<file path="src/rtl/muldiv_pkg.sv">
// muldiv_pkg: shared types and constants for the RV32M multiply/divide unit.
//   op_e    : RV32M funct3 encodings
//   state_e : control FSM states
//   DIV0_QUOT / INT_MIN : special-case result constants
package muldiv_pkg;

  typedef enum logic [2:0] {
    MUL    = 3'b000,
    MULH   = 3'b001,
    MULHSU = 3'b010,
    MULHU  = 3'b011,
    DIV    = 3'b100,
    DIVU   = 3'b101,
    REM    = 3'b110,
    REMU   = 3'b111
  } op_e;

  typedef enum logic [1:0] {
    IDLE = 2'd0,
    BUSY = 2'd1,
    DONE = 2'd2
  } state_e;

  localparam logic [31:0] DIV0_QUOT = 32'hFFFF_FFFF;
  localparam logic [31:0] INT_MIN   = 32'h8000_0000;

endpackage

</file>
<file path="src/rtl/muldiv_iter_core.sv">
// muldiv_iter_core: 64-bit accumulator datapath for the iterative RV32M unit.
// Multiply: shift-add, acc = {partial_hi, multiplier}, one bit per step.
// Divide:   restoring, acc = {remainder, dividend/quotient}, one bit per step.
// Ports:
//   clk_i, rst_i     : clock, synchronous active-high reset
//   init_i           : load magnitudes and result controls
//   step_i           : perform one iteration
//   is_div_i         : divide (1) or multiply (0)
//   neg_res_i        : negate product / quotient
//   neg_rem_i        : negate remainder
//   sel_hi_i         : select high half (MULH*) or remainder (REM*)
//   a_mag_i, b_mag_i : operand magnitudes
//   result_o         : sign-fixed result of the step in progress
module muldiv_iter_core #(
  parameter int unsigned XLEN = 32
) (
  input  logic            clk_i,
  input  logic            rst_i,
  input  logic            init_i,
  input  logic            step_i,
  input  logic            is_div_i,
  input  logic            neg_res_i,
  input  logic            neg_rem_i,
  input  logic            sel_hi_i,
  input  logic [XLEN-1:0] a_mag_i,
  input  logic [XLEN-1:0] b_mag_i,
  output logic [XLEN-1:0] result_o
);

  logic [2*XLEN-1:0] acc_q, acc_d;
  logic [XLEN-1:0]   b_q, b_d;
  logic              is_div_q, is_div_d;
  logic              neg_res_q, neg_res_d;
  logic              neg_rem_q, neg_rem_d;
  logic              sel_hi_q, sel_hi_d;

  logic [2*XLEN-1:0] step_val;
  logic [XLEN:0]     rem_shift;
  logic [XLEN:0]     sum;
  logic [2*XLEN-1:0] prod;
  logic [XLEN-1:0]   quot, rem;

  always_comb begin
    rem_shift = acc_q[2*XLEN-1:XLEN-1];
    sum       = '0;
    if (is_div_q) begin
      // Remainder shifted left is XLEN+1 bits wide; compare at that width.
      if (rem_shift >= {1'b0, b_q}) begin
        step_val = {rem_shift[XLEN-1:0] - b_q, acc_q[XLEN-2:0], 1'b1};
      end else begin
        step_val = {acc_q[2*XLEN-2:0], 1'b0};
      end
    end else begin
      sum      = {1'b0, acc_q[2*XLEN-1:XLEN]} + (acc_q[0] ? {1'b0, b_q} : '0);
      step_val = {sum, acc_q[XLEN-1:1]};
    end
  end

  // Result is derived from the stepped value so the final iteration's
  // outcome is available in the same cycle the FSM leaves BUSY.
  always_comb begin
    quot = step_val[XLEN-1:0];
    rem  = step_val[2*XLEN-1:XLEN];
    prod = step_val;
    if (neg_res_q) begin
      quot = -step_val[XLEN-1:0];
      prod = -step_val;
    end
    if (neg_rem_q) begin
      rem = -step_val[2*XLEN-1:XLEN];
    end
    if (is_div_q) begin
      result_o = sel_hi_q ? rem : quot;
    end else begin
      result_o = sel_hi_q ? prod[2*XLEN-1:XLEN] : prod[XLEN-1:0];
    end
  end

  always_comb begin
    acc_d     = acc_q;
    b_d       = b_q;
    is_div_d  = is_div_q;
    neg_res_d = neg_res_q;
    neg_rem_d = neg_rem_q;
    sel_hi_d  = sel_hi_q;
    if (init_i) begin
      acc_d     = {{XLEN{1'b0}}, a_mag_i};
      b_d       = b_mag_i;
      is_div_d  = is_div_i;
      neg_res_d = neg_res_i;
      neg_rem_d = neg_rem_i;
      sel_hi_d  = sel_hi_i;
    end else if (step_i) begin
      acc_d = step_val;
    end
  end

  always_ff @(posedge clk_i) begin
    if (rst_i) begin
      acc_q     <= '0;
      b_q       <= '0;
      is_div_q  <= 1'b0;
      neg_res_q <= 1'b0;
      neg_rem_q <= 1'b0;
      sel_hi_q  <= 1'b0;
    end else begin
      acc_q     <= acc_d;
      b_q       <= b_d;
      is_div_q  <= is_div_d;
      neg_res_q <= neg_res_d;
      neg_rem_q <= neg_rem_d;
      sel_hi_q  <= sel_hi_d;
    end
  end

endmodule

</file>
<file path="src/rtl/muldiv_unit.sv">
// muldiv_unit: iterative RV32M multiply/divide execution unit.
// Build option: MULDIV_FAST_MUL_EN selects a single-cycle multiplier for
// MUL/MULH/MULHSU/MULHU; divides are iterative in both builds.
// Ports:
//   clk_i, rst_i              : clock, synchronous active-high reset
//   in_valid_i / in_ready_o   : request handshake
//   op_i                      : RV32M funct3
//   rs1_data_i, rs2_data_i    : operands
//   rd_addr_i                 : destination index
//   flush_i                   : kill in-flight work, drop request
//   out_valid_o / out_ready_i : result handshake
//   out_data_o, out_rd_o      : result and destination index
//   busy_o                    : state is not IDLE
module muldiv_unit
  import muldiv_pkg::*;
#(
  parameter int unsigned XLEN = 32
) (
  input  logic            clk_i,
  input  logic            rst_i,
  input  logic            in_valid_i,
  output logic            in_ready_o,
  input  logic [2:0]      op_i,
  input  logic [XLEN-1:0] rs1_data_i,
  input  logic [XLEN-1:0] rs2_data_i,
  input  logic [4:0]      rd_addr_i,
  input  logic            flush_i,
  output logic            out_valid_o,
  input  logic            out_ready_i,
  output logic [XLEN-1:0] out_data_o,
  output logic [4:0]      out_rd_o,
  output logic            busy_o
);

  state_e          state_q, state_d;
  logic [4:0]      cnt_q, cnt_d;
  logic            out_valid_q, out_valid_d;
  logic [XLEN-1:0] out_data_q, out_data_d;
  logic [4:0]      out_rd_q, out_rd_d;

  op_e             op;
  logic            a_signed, b_signed, a_neg, b_neg;
  logic [XLEN-1:0] a_mag, b_mag;
  logic            is_div, sel_hi, div0, ovf;
  logic [XLEN-1:0] special_res;
  logic            core_init, core_step;
  logic [XLEN-1:0] core_result;

`ifdef MULDIV_FAST_MUL_EN
  logic [2*XLEN-1:0] a_ext, b_ext, fast_prod;
  logic [XLEN-1:0]   fast_res;
`endif

  // Operand decode on the request as presented at the input.
  always_comb begin
    op       = op_e'(op_i);
    is_div   = op_i[2];
    a_signed = (op == MULH) || (op == MULHSU) || (op == DIV) || (op == REM);
    b_signed = (op == MULH) || (op == DIV) || (op == REM);
    a_neg    = a_signed && rs1_data_i[XLEN-1];
    b_neg    = b_signed && rs2_data_i[XLEN-1];
    a_mag    = a_neg ? -rs1_data_i : rs1_data_i;
    b_mag    = b_neg ? -rs2_data_i : rs2_data_i;
    sel_hi   = is_div ? op_i[1] : (op != MUL);
    div0     = is_div && (rs2_data_i == '0);
    ovf      = ((op == DIV) || (op == REM)) && (rs1_data_i == INT_MIN) && (rs2_data_i == '1);
    if (div0) begin
      special_res = op_i[1] ? rs1_data_i : DIV0_QUOT;
    end else begin
      special_res = op_i[1] ? '0 : INT_MIN;
    end
  end

`ifdef MULDIV_FAST_MUL_EN
  // Sign-extend to 64 bits; the low 64 bits of the unsigned product equal
  // the two's-complement product for every signedness combination.
  always_comb begin
    a_ext     = {{XLEN{a_signed && rs1_data_i[XLEN-1]}}, rs1_data_i};
    b_ext     = {{XLEN{b_signed && rs2_data_i[XLEN-1]}}, rs2_data_i};
    fast_prod = a_ext * b_ext;
    fast_res  = sel_hi ? fast_prod[2*XLEN-1:XLEN] : fast_prod[XLEN-1:0];
  end
`endif

  muldiv_iter_core #(
    .XLEN(XLEN)
  ) u_core (
    .clk_i     (clk_i),
    .rst_i     (rst_i),
    .init_i    (core_init),
    .step_i    (core_step),
    .is_div_i  (is_div),
    .neg_res_i (a_neg ^ b_neg),
    .neg_rem_i (a_neg),
    .sel_hi_i  (sel_hi),
    .a_mag_i   (a_mag),
    .b_mag_i   (b_mag),
    .result_o  (core_result)
  );

  always_comb begin
    state_d     = state_q;
    cnt_d       = cnt_q;
    out_valid_d = out_valid_q;
    out_data_d  = out_data_q;
    out_rd_d    = out_rd_q;
    core_init   = 1'b0;
    core_step   = 1'b0;
    if (flush_i) begin
      state_d     = IDLE;
      cnt_d       = '0;
      out_valid_d = 1'b0;
    end else begin
      unique case (state_q)
        IDLE: begin
          if (in_valid_i) begin
            out_rd_d = rd_addr_i;
            if (div0 || ovf) begin
              out_data_d  = special_res;
              out_valid_d = 1'b1;
              state_d     = DONE;
            end
`ifdef MULDIV_FAST_MUL_EN
            else if (!is_div) begin
              out_data_d  = fast_res;
              out_valid_d = 1'b1;
              state_d     = DONE;
            end
`endif
            else begin
              core_init = 1'b1;
              cnt_d     = '0;
              state_d   = BUSY;
            end
          end
        end
        BUSY: begin
          core_step = 1'b1;
          cnt_d     = cnt_q + 5'd1;
          if (cnt_q == 5'd31) begin
            out_data_d  = core_result;
            out_valid_d = 1'b1;
            state_d     = DONE;
          end
        end
        DONE: begin
          if (out_ready_i) begin
            out_valid_d = 1'b0;
            state_d     = IDLE;
          end
        end
        default: begin
          state_d     = IDLE;
          out_valid_d = 1'b0;
        end
      endcase
    end
  end

  always_ff @(posedge clk_i) begin
    if (rst_i) begin
      state_q     <= IDLE;
      cnt_q       <= '0;
      out_valid_q <= 1'b0;
      out_data_q  <= '0;
      out_rd_q    <= '0;
    end else begin
      state_q     <= state_d;
      cnt_q       <= cnt_d;
      out_valid_q <= out_valid_d;
      out_data_q  <= out_data_d;
      out_rd_q    <= out_rd_d;
    end
  end

  assign in_ready_o  = (state_q == IDLE);
  assign busy_o      = (state_q != IDLE);
  assign out_valid_o = out_valid_q;
  assign out_data_o  = out_data_q;
  assign out_rd_o    = out_rd_q;

endmodule

</file>
<file path="config.mk">
export PLATFORM = sky130hd
export DESIGN_NAME = muldiv_unit
export DESIGN_NICKNAME = d
export VERILOG_FILES = /design/src/rtl/muldiv_pkg.sv /design/src/rtl/muldiv_iter_core.sv /design/src/rtl/muldiv_unit.sv
export SDC_FILE = /design/constraint.sdc
export NUM_CORES = 1
export LEC_CHECK = 0
export CAP_MARGIN = 5
export CORE_AREA = 2 2 189 191
export CTS_CLUSTER_DIAMETER = 60
export CTS_CLUSTER_SIZE = 28
export DETAILED_ROUTE_END_ITERATION = 12
export DIE_AREA = 0 0 191 193
export GPL_TIMING_DRIVEN = 0
export PLACE_DENSITY = 0.75
export SYNTH_ARGS = -nofsm -noshare
export SYNTH_HDL_FRONTEND = slang
export SYNTH_SLANG_ARGS = --single-unit
</file>
<file path="constraint.sdc">
create_clock -name clk_i -period 8.72 [get_ports clk_i]
set_input_delay 0.872 -clock clk_i [delete_from_list [all_inputs] [get_ports clk_i]]
set_output_delay 0.872 -clock clk_i [all_outputs]
set_load 0.01 [all_outputs]
</file>
=== Word-level counts from Yosys, hierarchy flattened ===
Index checks and enable logic that the tools add are counted.

* Add/sub/neg operators: 8
* Multipliers: 0
* Div/mod/pow operators: 0
* Order comparisons: 1
* Equality and inequality tests: 14
* Shifts and indexed selects: 0
* Multiplexer cells: 40
* Bitwise operators: 2
* Reductions and logical operators: 25

{| class="wikitable"
|+ Operators by type and width
! operator !! number
|-
| $mux 32 || 16
|-
| $mux 64 || 3
|-
| $neg 32->32 || 4
|-
| $eq 32x32->1 const B || 2
|-
| $neg 64->64 || 1
|-
| $pmux 32 s2 || 1
|-
| $add 32x32->33 || 1
|-
| $ge 33x32->1 || 1
|-
| $logic_not 32->1 || 1
|-
| $sub 32x32->32 || 1
|-
| $mux 1 || 11
|-
| $mux 5 || 2
|-
| $pmux 5 s2 || 1
|-
| $reduce_and 3->1 || 3
|-
| $mux 2 || 4
|-
| $ne 2x2->1 const B || 4
|-
| $logic_or 1x1->1 || 7
|-
| $eq 3x3->1 const B || 2
|-
| $pmux 2 s3 || 1
|-
| $reduce_bool 2->1 || 3
|-
| $add 5x1->5 const B || 1
|-
| $eq 5x5->1 const B || 1
|-
| $logic_and 1x1->1 || 5
|-
| $reduce_and 5->1 || 1
|-
| other kinds (12) || 13
|}

* Register bits after elaboration: 145
* Latch bits: 0
* Bits in writable memories: 0
* ROM bits: 0
* Word-level logic and storage cells: 102
* Memories kept: 0

=== Longest topological paths before layout ===
* Word-level depth: 10
* Depth in mapped cells: 24
* Mapped depth without buffers: 21

=== By module ===
Synthesis repeated with hierarchy kept, for this count alone.

* Cells, all modules: 2142
* Area, all modules: 15707.6 µm²

{| class="wikitable"
|+ By module, submodules not included
! module !! instances !! cells each !! area each (µm²) !! seq. area each (µm²)
|-
| muldiv_iter_core || 1 || 1616 || 11782.6 || 2001.9
|-
| muldiv_unit || 1 || 526 || 3925.0 || 900.9
|}

=== Worst setup path before layout ===
Ideal clock, no wire load.

* Kind: reg2reg
* Start: register u_core.acc_q[0]
* End: register out_data_q[29], in the netlist out_data_o[29]
* Data arrival time: 4972 ps
* Required time: 8595 ps
* Setup slack: 3623 ps
* Cell stages (with the launch flop): 17
* Period minus slack after synthesis: 5097 ps
* Path through: dfxtp_1 > clkbuf_1 > and2_1 > ha_1 > fa_1 > a21o_1 > a221oi_2 > o31ai_2 > o32ai_1 > mux2_2 > a311oi_4 > nand2_2 > or4_4 > buf_6 > nor4_1 > mux2_2 > o41a_1

* Longest elaborated chain between the ends: 9
* Elaborated cells between the ends (all ways): 15
* Classes of those cells: 4 x add/sub; 11 x mux

{| class="wikitable"
|+ RTL lines
! element !! line !! source
|-
| start, declared || muldiv_iter_core.sv:30 || <nowiki>logic [2*XLEN-1:0] acc_q, acc_d;</nowiki>
|-
| start signal, assigned || muldiv_iter_core.sv:100 || <nowiki>acc_q <= '0;</nowiki>
|-
| start signal, assigned || muldiv_iter_core.sv:107 || <nowiki>acc_q <= acc_d;</nowiki>
|-
| $mux 32 || muldiv_iter_core.sv:54 || <nowiki>sum = {1'b0, acc_q[2*XLEN-1:XLEN]} + (acc_q[0] ? {1'b0, b_q} : '0);</nowiki>
|-
| $add 32x32->33 || muldiv_iter_core.sv:54 ||
|-
| $mux 64 (*) || muldiv_iter_core.sv:46 || <nowiki>if (is_div_q) begin</nowiki>
|-
| $neg 64->64 / $neg 32->32 (equally long branches) || muldiv_iter_core.sv:67, muldiv_iter_core.sv:70 ||
|-
| $mux 64 / $mux 32 (equally long branches) || muldiv_iter_core.sv:65, muldiv_iter_core.sv:69 ||
|-
| $mux 32, on equally long branches || muldiv_iter_core.sv:75, muldiv_iter_core.sv:73 ||
|-
| $mux 32 (*) || muldiv_iter_core.sv:72 || <nowiki>if (is_div_q) begin</nowiki>
|-
| $mux 32 (*) || muldiv_unit.sv:140 || <nowiki>if (cnt_q == 5'd31) begin</nowiki>
|-
| $pmux 32 s2 (*) || muldiv_unit.sv:114 || <nowiki>unique case (state_q)</nowiki>
|-
| end signal, assigned || muldiv_unit.sv:171 || <nowiki>out_data_q <= out_data_d;</nowiki>
|-
| end, declared || muldiv_unit.sv:38 || <nowiki>logic [XLEN-1:0] out_data_q, out_data_d;</nowiki>
|}

Mark *: on every way between the ends. The rest lies on a longest branch, timed or not. The select of a mux whose other input is x is not followed.
A chain may end at the register's enable or synchronous reset.

=== Worst setup path after layout ===
* Start: register u_core.is_div_q
* End: register out_data_q[20], in the netlist out_data_o[20]

* Longest elaborated chain between the ends: 7
* Elaborated cells between the ends (all ways): 12
* Classes of those cells: 3 x add/sub; 9 x mux

{| class="wikitable"
|+ RTL lines
! element !! line !! source
|-
| start, declared || muldiv_iter_core.sv:32 || <nowiki>logic is_div_q, is_div_d;</nowiki>
|-
| start signal, assigned || muldiv_iter_core.sv:109 || <nowiki>is_div_q <= is_div_d;</nowiki>
|-
| $mux 64 || muldiv_iter_core.sv:46 ||
|-
| $neg 64->64 (tied with other cells) || muldiv_iter_core.sv:67 || <nowiki>prod = -step_val;</nowiki>
|-
| $mux 64 (tied with other cells) || muldiv_iter_core.sv:65 || <nowiki>if (neg_res_q) begin</nowiki>
|-
| $mux 32, on equally long branches || muldiv_iter_core.sv:75, muldiv_iter_core.sv:73 ||
|-
| $mux 32 (*) || muldiv_iter_core.sv:72 ||
|-
| $mux 32 (*) || muldiv_unit.sv:140 ||
|-
| $pmux 32 s2 (*) || muldiv_unit.sv:114 ||
|}

Marks and branches as above.

==> flow_metrics.py <==
metrics = {
    "status": {
        "status": "finished clean",
    },
    "sta": {
        "fin_worst_skew_ns": 0.0192,
        "rsz0062_at_grt": "no",
        "tightest_slew_ns": 1.38,
        "slew_violations": 0,
        "setup_viol": 0,
        "fin_setup_tns_ns": 0,
        "fin_crit_sh_pct": 99.6,
        "hold_viol": 0,
        "fmax_ghz": 0.115,
        "layout_min_cycle_time_ns": 8.69,
        "relSlewSlack_pct": 7.63,
    },
    "layout": {
        "diodes": 0,
        "area_growth_pct": 15.0,
        "instances_no_fill": 2785,
        "drive_above_1_share_pct": 6.33,
        "final.fill_count": 3548,
        "fin_nets": 2461,
    },
    "die": {
        "initial_utilization_pct": 44.5,
        "ios": 117,
        "rows": 69,
        "core_um2": 35000,
        "die-area_um2": 36900,
        "die_x_um": 191,
        "die_h_um": 193,
    },
    "setup_path": {
        "crit_end": "out_data_o[20]",
        "endpoint_kind": "flop",
        "cp.arrival_ns": 9.01,
        "r2r_slack_ns": 0.03,
        "critPathKind": "reg -> reg",
        "required_ns": 9.04,
        "crit_path_max_fanout": 10,
        "r2r_cells": 17,
        "start_kind": "flop",
        "worstSetupStartpoint": "u_core.is_div_q",
        "r2r-end": "out_data_o[20]",
        "r2r_start": "u_core.is_div_q",
    },
    "detailed_routing": {
        "drt_iter0_markers": 2426,
        "drc": 0,
        "ant_nets": 0,
        "routed_via_density": 6.67,
        "first_pass_iters": 9,
        "vias": 18600,
        "wl_um": 71200,
        "wl_per_cell_um": 25.6,
    },
    "clock_network": {
        "clock-sinks": 145,
        "post_cts_resized": 0,
        "worstSkewPairLatency_ns": 0.46,
        "htree_levels": 4,
        "clk_pin_slew_ns": 0.07,
        "cts_buffers": 17,
        "cts_root_buffer": "clkbuf_16",
        "clock_tree.buffer_depth": 2,
        "cts_hold_buf": 0,
        "cts_setup_buffers": 0,
        "tritoncts": "yes",
    },
    "placement": {
        "gp_routability_congestion": 1.06,
        "dp.cells": 2753,
        "dp_hpwl_um": 56500,
        "portBuffers": 114,
    },
    "power_and_ir_drop": {
        "p_sw_mw": 0.973,
        "pwr-share-seq_pct": 29.8,
        "ir_worst_vdd_mv": 0.136,
        "comb_power_share_pct": 37.1,
        "p_per_area_nw_per_um2": 136,
        "leakagePower_nw": 6.67,
        "switching_share_pct": 40.1,
        "clockPowerShare_pct": 33.1,
        "p_int_mw": 1.45,
    },
    "global_route": {
        "grt.overflow.total": 0,
        "grt_pass1_vias": 17300,
        "gr-usage-all-layers_pct": 38.2,
        "grt_pass1_wl_um": 106000,
        "grt_max_degree": 17,
        "grt_antenna_before_repair": 0,
    },
    "yosys": {
        "synth-seq-area-share_pct": 18.6,
        "netlist_instances": 2178,
        "yosys_warnings": 0,
        "synth_cell_types": 112,
        "syn_nets": 2328,
        "ys_seq_elements": 145,
        "synth_edf_count": 0,
        "syn_area_um2": 15600,
        "synth_flop_cell": "dfxtp_1",
        "synth_area_per_cell_um2": 7.15,
        "ys_async_sr_fraction_pct": 0,
    },
    "worst_hold_path": {
        "hp-class": "reg -> reg",
    },
    "job": {
        "drv_cap": 0,
    },
}
## cell usage in the layout, fill, tap and decap left out, types with 32 or more instances in the layout
cell | Yosys | layout
a211oi_1 | 56 | 56
a21o_1 | 32 | 32
a21oi_1 | 194 | 194
and2_1 | 49 | 49
clkbuf_1 | 91 | 92
clkdlybuf4s50_1 | 0 | 114
dfxtp_1 | 145 | 145
ha_1 | 71 | 71
inv_1 | 66 | 66
mux2i_1 | 47 | 47
nand2_1 | 230 | 230
nand4_1 | 45 | 45
nor2_1 | 243 | 243
nor3_1 | 68 | 68
o21ai_0 | 125 | 125
xnor2_1 | 91 | 91
xor2_1 | 71 | 71
## worst max-delay path, stage by stage, from the launching register on
cell	delay, ns
dfxtp_1	0.43
clkbuf_1	0.71
buf_1	0.78
buf_1	1.06
buf_2	0.53
buf_2	0.40
buf_1	0.85
clkbuf_1	0.70
a31oi_1	0.36
inv_1	0.13
ha_1	0.21
nor2b_1	0.17
nand4_2	0.31
nor4b_2	0.81
a41oi_1	0.22
xnor2_1	0.19
a211oi_1	0.51
o21ai_0	0.16
## through the flow
stage	worst slack [ns]	util (%)	hold slack [ns]	power, mW	cell area [µm²]
5_1_grt	0.110	51.2	0.485	2.50	17900
6_report	0.0308	51.2	0.455	2.43	17900
3_3_place_gp	0.567	49.4	0.440	1.59	17300
3_5_place_dp	0.594	49.4	0.449	1.59	17300
4_1_cts	0.593	51.2	0.455	2.38	17900
2_1_floorplan	3.62	-	0.440	1.29	15600
## how the worst min path moves through the flow
| stage | startpoint | endpoint | slack (ns) | depth (start not counted) |
|---|---|---|---|---|
| floorplan | u_core.b_q[31] | u_core.b_q[31] | 0.44 | 2 |
| global placement | out_data_o[20] | out_data_o[20] | 0.44 | 2 |
| detailed placement | out_rd_o[4] | out_rd_o[4] | 0.45 | 2 |
| CTS | out_rd_o[4] | out_rd_o[4] | 0.46 | 2 |
| global route | out_rd_o[2] | out_rd_o[2] | 0.48 | 2 |
| finish | out_rd_o[4] | out_rd_o[4] | 0.46 | 2 |
## kinds of logic (layout without fill, tap and decap cells)
logic type               after synthesis  in the layout  share of synthesized area [%]
flip-flops                           145            145                           18.6
XOR/XNOR                             162            162                           9.12
buffers and inverters                199            345                           5.31
AND/OR/NAND/NOR                      847            847                           26.9
adder cells (fa/ha/maj)               73             73                           5.96
multiplexers                          66             66                           4.40
AO/OA/AOI/OAI                        686            686                           29.6
## flip-flops by register name, summed over array words and instances (netlist names)
name	cells
u_core.acc_q	64
out_data_o	32
u_core.b_q	32
cnt_q	5
out_rd_o	5
state_q	2
out_valid_o	1
u_core.is_div_q	1
u_core.neg_rem_q	1
u_core.neg_res_q	1
u_core.sel_hi_q	1
## Yosys cell counts (18+ instances only)
master | count | area share [%]
a211oi_1 | 56 | 2.7
a21o_1 | 32 | 1.5
a21oi_1 | 194 | 6.2
and2_1 | 49 | 2.0
buf_2 | 18 | 0.58
clkbuf_1 | 91 | 2.2
dfxtp_1 | 145 | 19
ha_1 | 71 | 5.7
inv_1 | 66 | 1.6
mux2_2 | 18 | 1.3
mux2i_1 | 47 | 3.0
nand2_1 | 230 | 5.5
nand3_1 | 28 | 0.90
nand4_1 | 45 | 1.8
nor2_1 | 243 | 5.9
nor3_1 | 68 | 2.2
nor4_1 | 22 | 0.88
o211ai_1 | 20 | 0.96
o21ai_0 | 125 | 4.0
o221ai_1 | 19 | 1.1
o22ai_1 | 30 | 1.2
o31ai_1 | 30 | 1.4
or2_2 | 18 | 0.72
or3_1 | 30 | 1.2
xnor2_1 | 91 | 5.1
xor2_1 | 71 | 4.0
## metal layers
layer  track usage [%]  vias up  wire length (µm)
met5                 0        -                23
met4              18.0        2              3710
met3              9.94      228              9090
met2              56.3     1251             29100
met1              51.9     8801             29300
li1                  -     8285                 -
## power groups by stage
stage / registers (mW) / clock network (mW) / logic [mW]
2_1_floorplan: 0.718 / 0 / 0.568
3_3_place_gp: 0.735 / 0 / 0.851
3_5_place_dp: 0.735 / 0 / 0.858
4_1_cts: 0.720 / 0.797 / 0.864
5_1_grt: 0.725 / 0.827 / 0.951
6_report: 0.723 / 0.803 / 0.901
## area by class of cell
cell class                      count  area [µm²]  area share (%)
Inverter                           67         251            1.40
Sequential cell                   145        2900            16.2
Clock inverter                     13         174           0.971
Timing Repair Buffer              114        1140            6.37
Multi-Input combinational cell   1834       11800            66.1
Clock buffer                       19         443            2.47
Buffer                            132         574            3.21
Tap cell                          461         577            3.22
(Power assumes the default switching activity.)
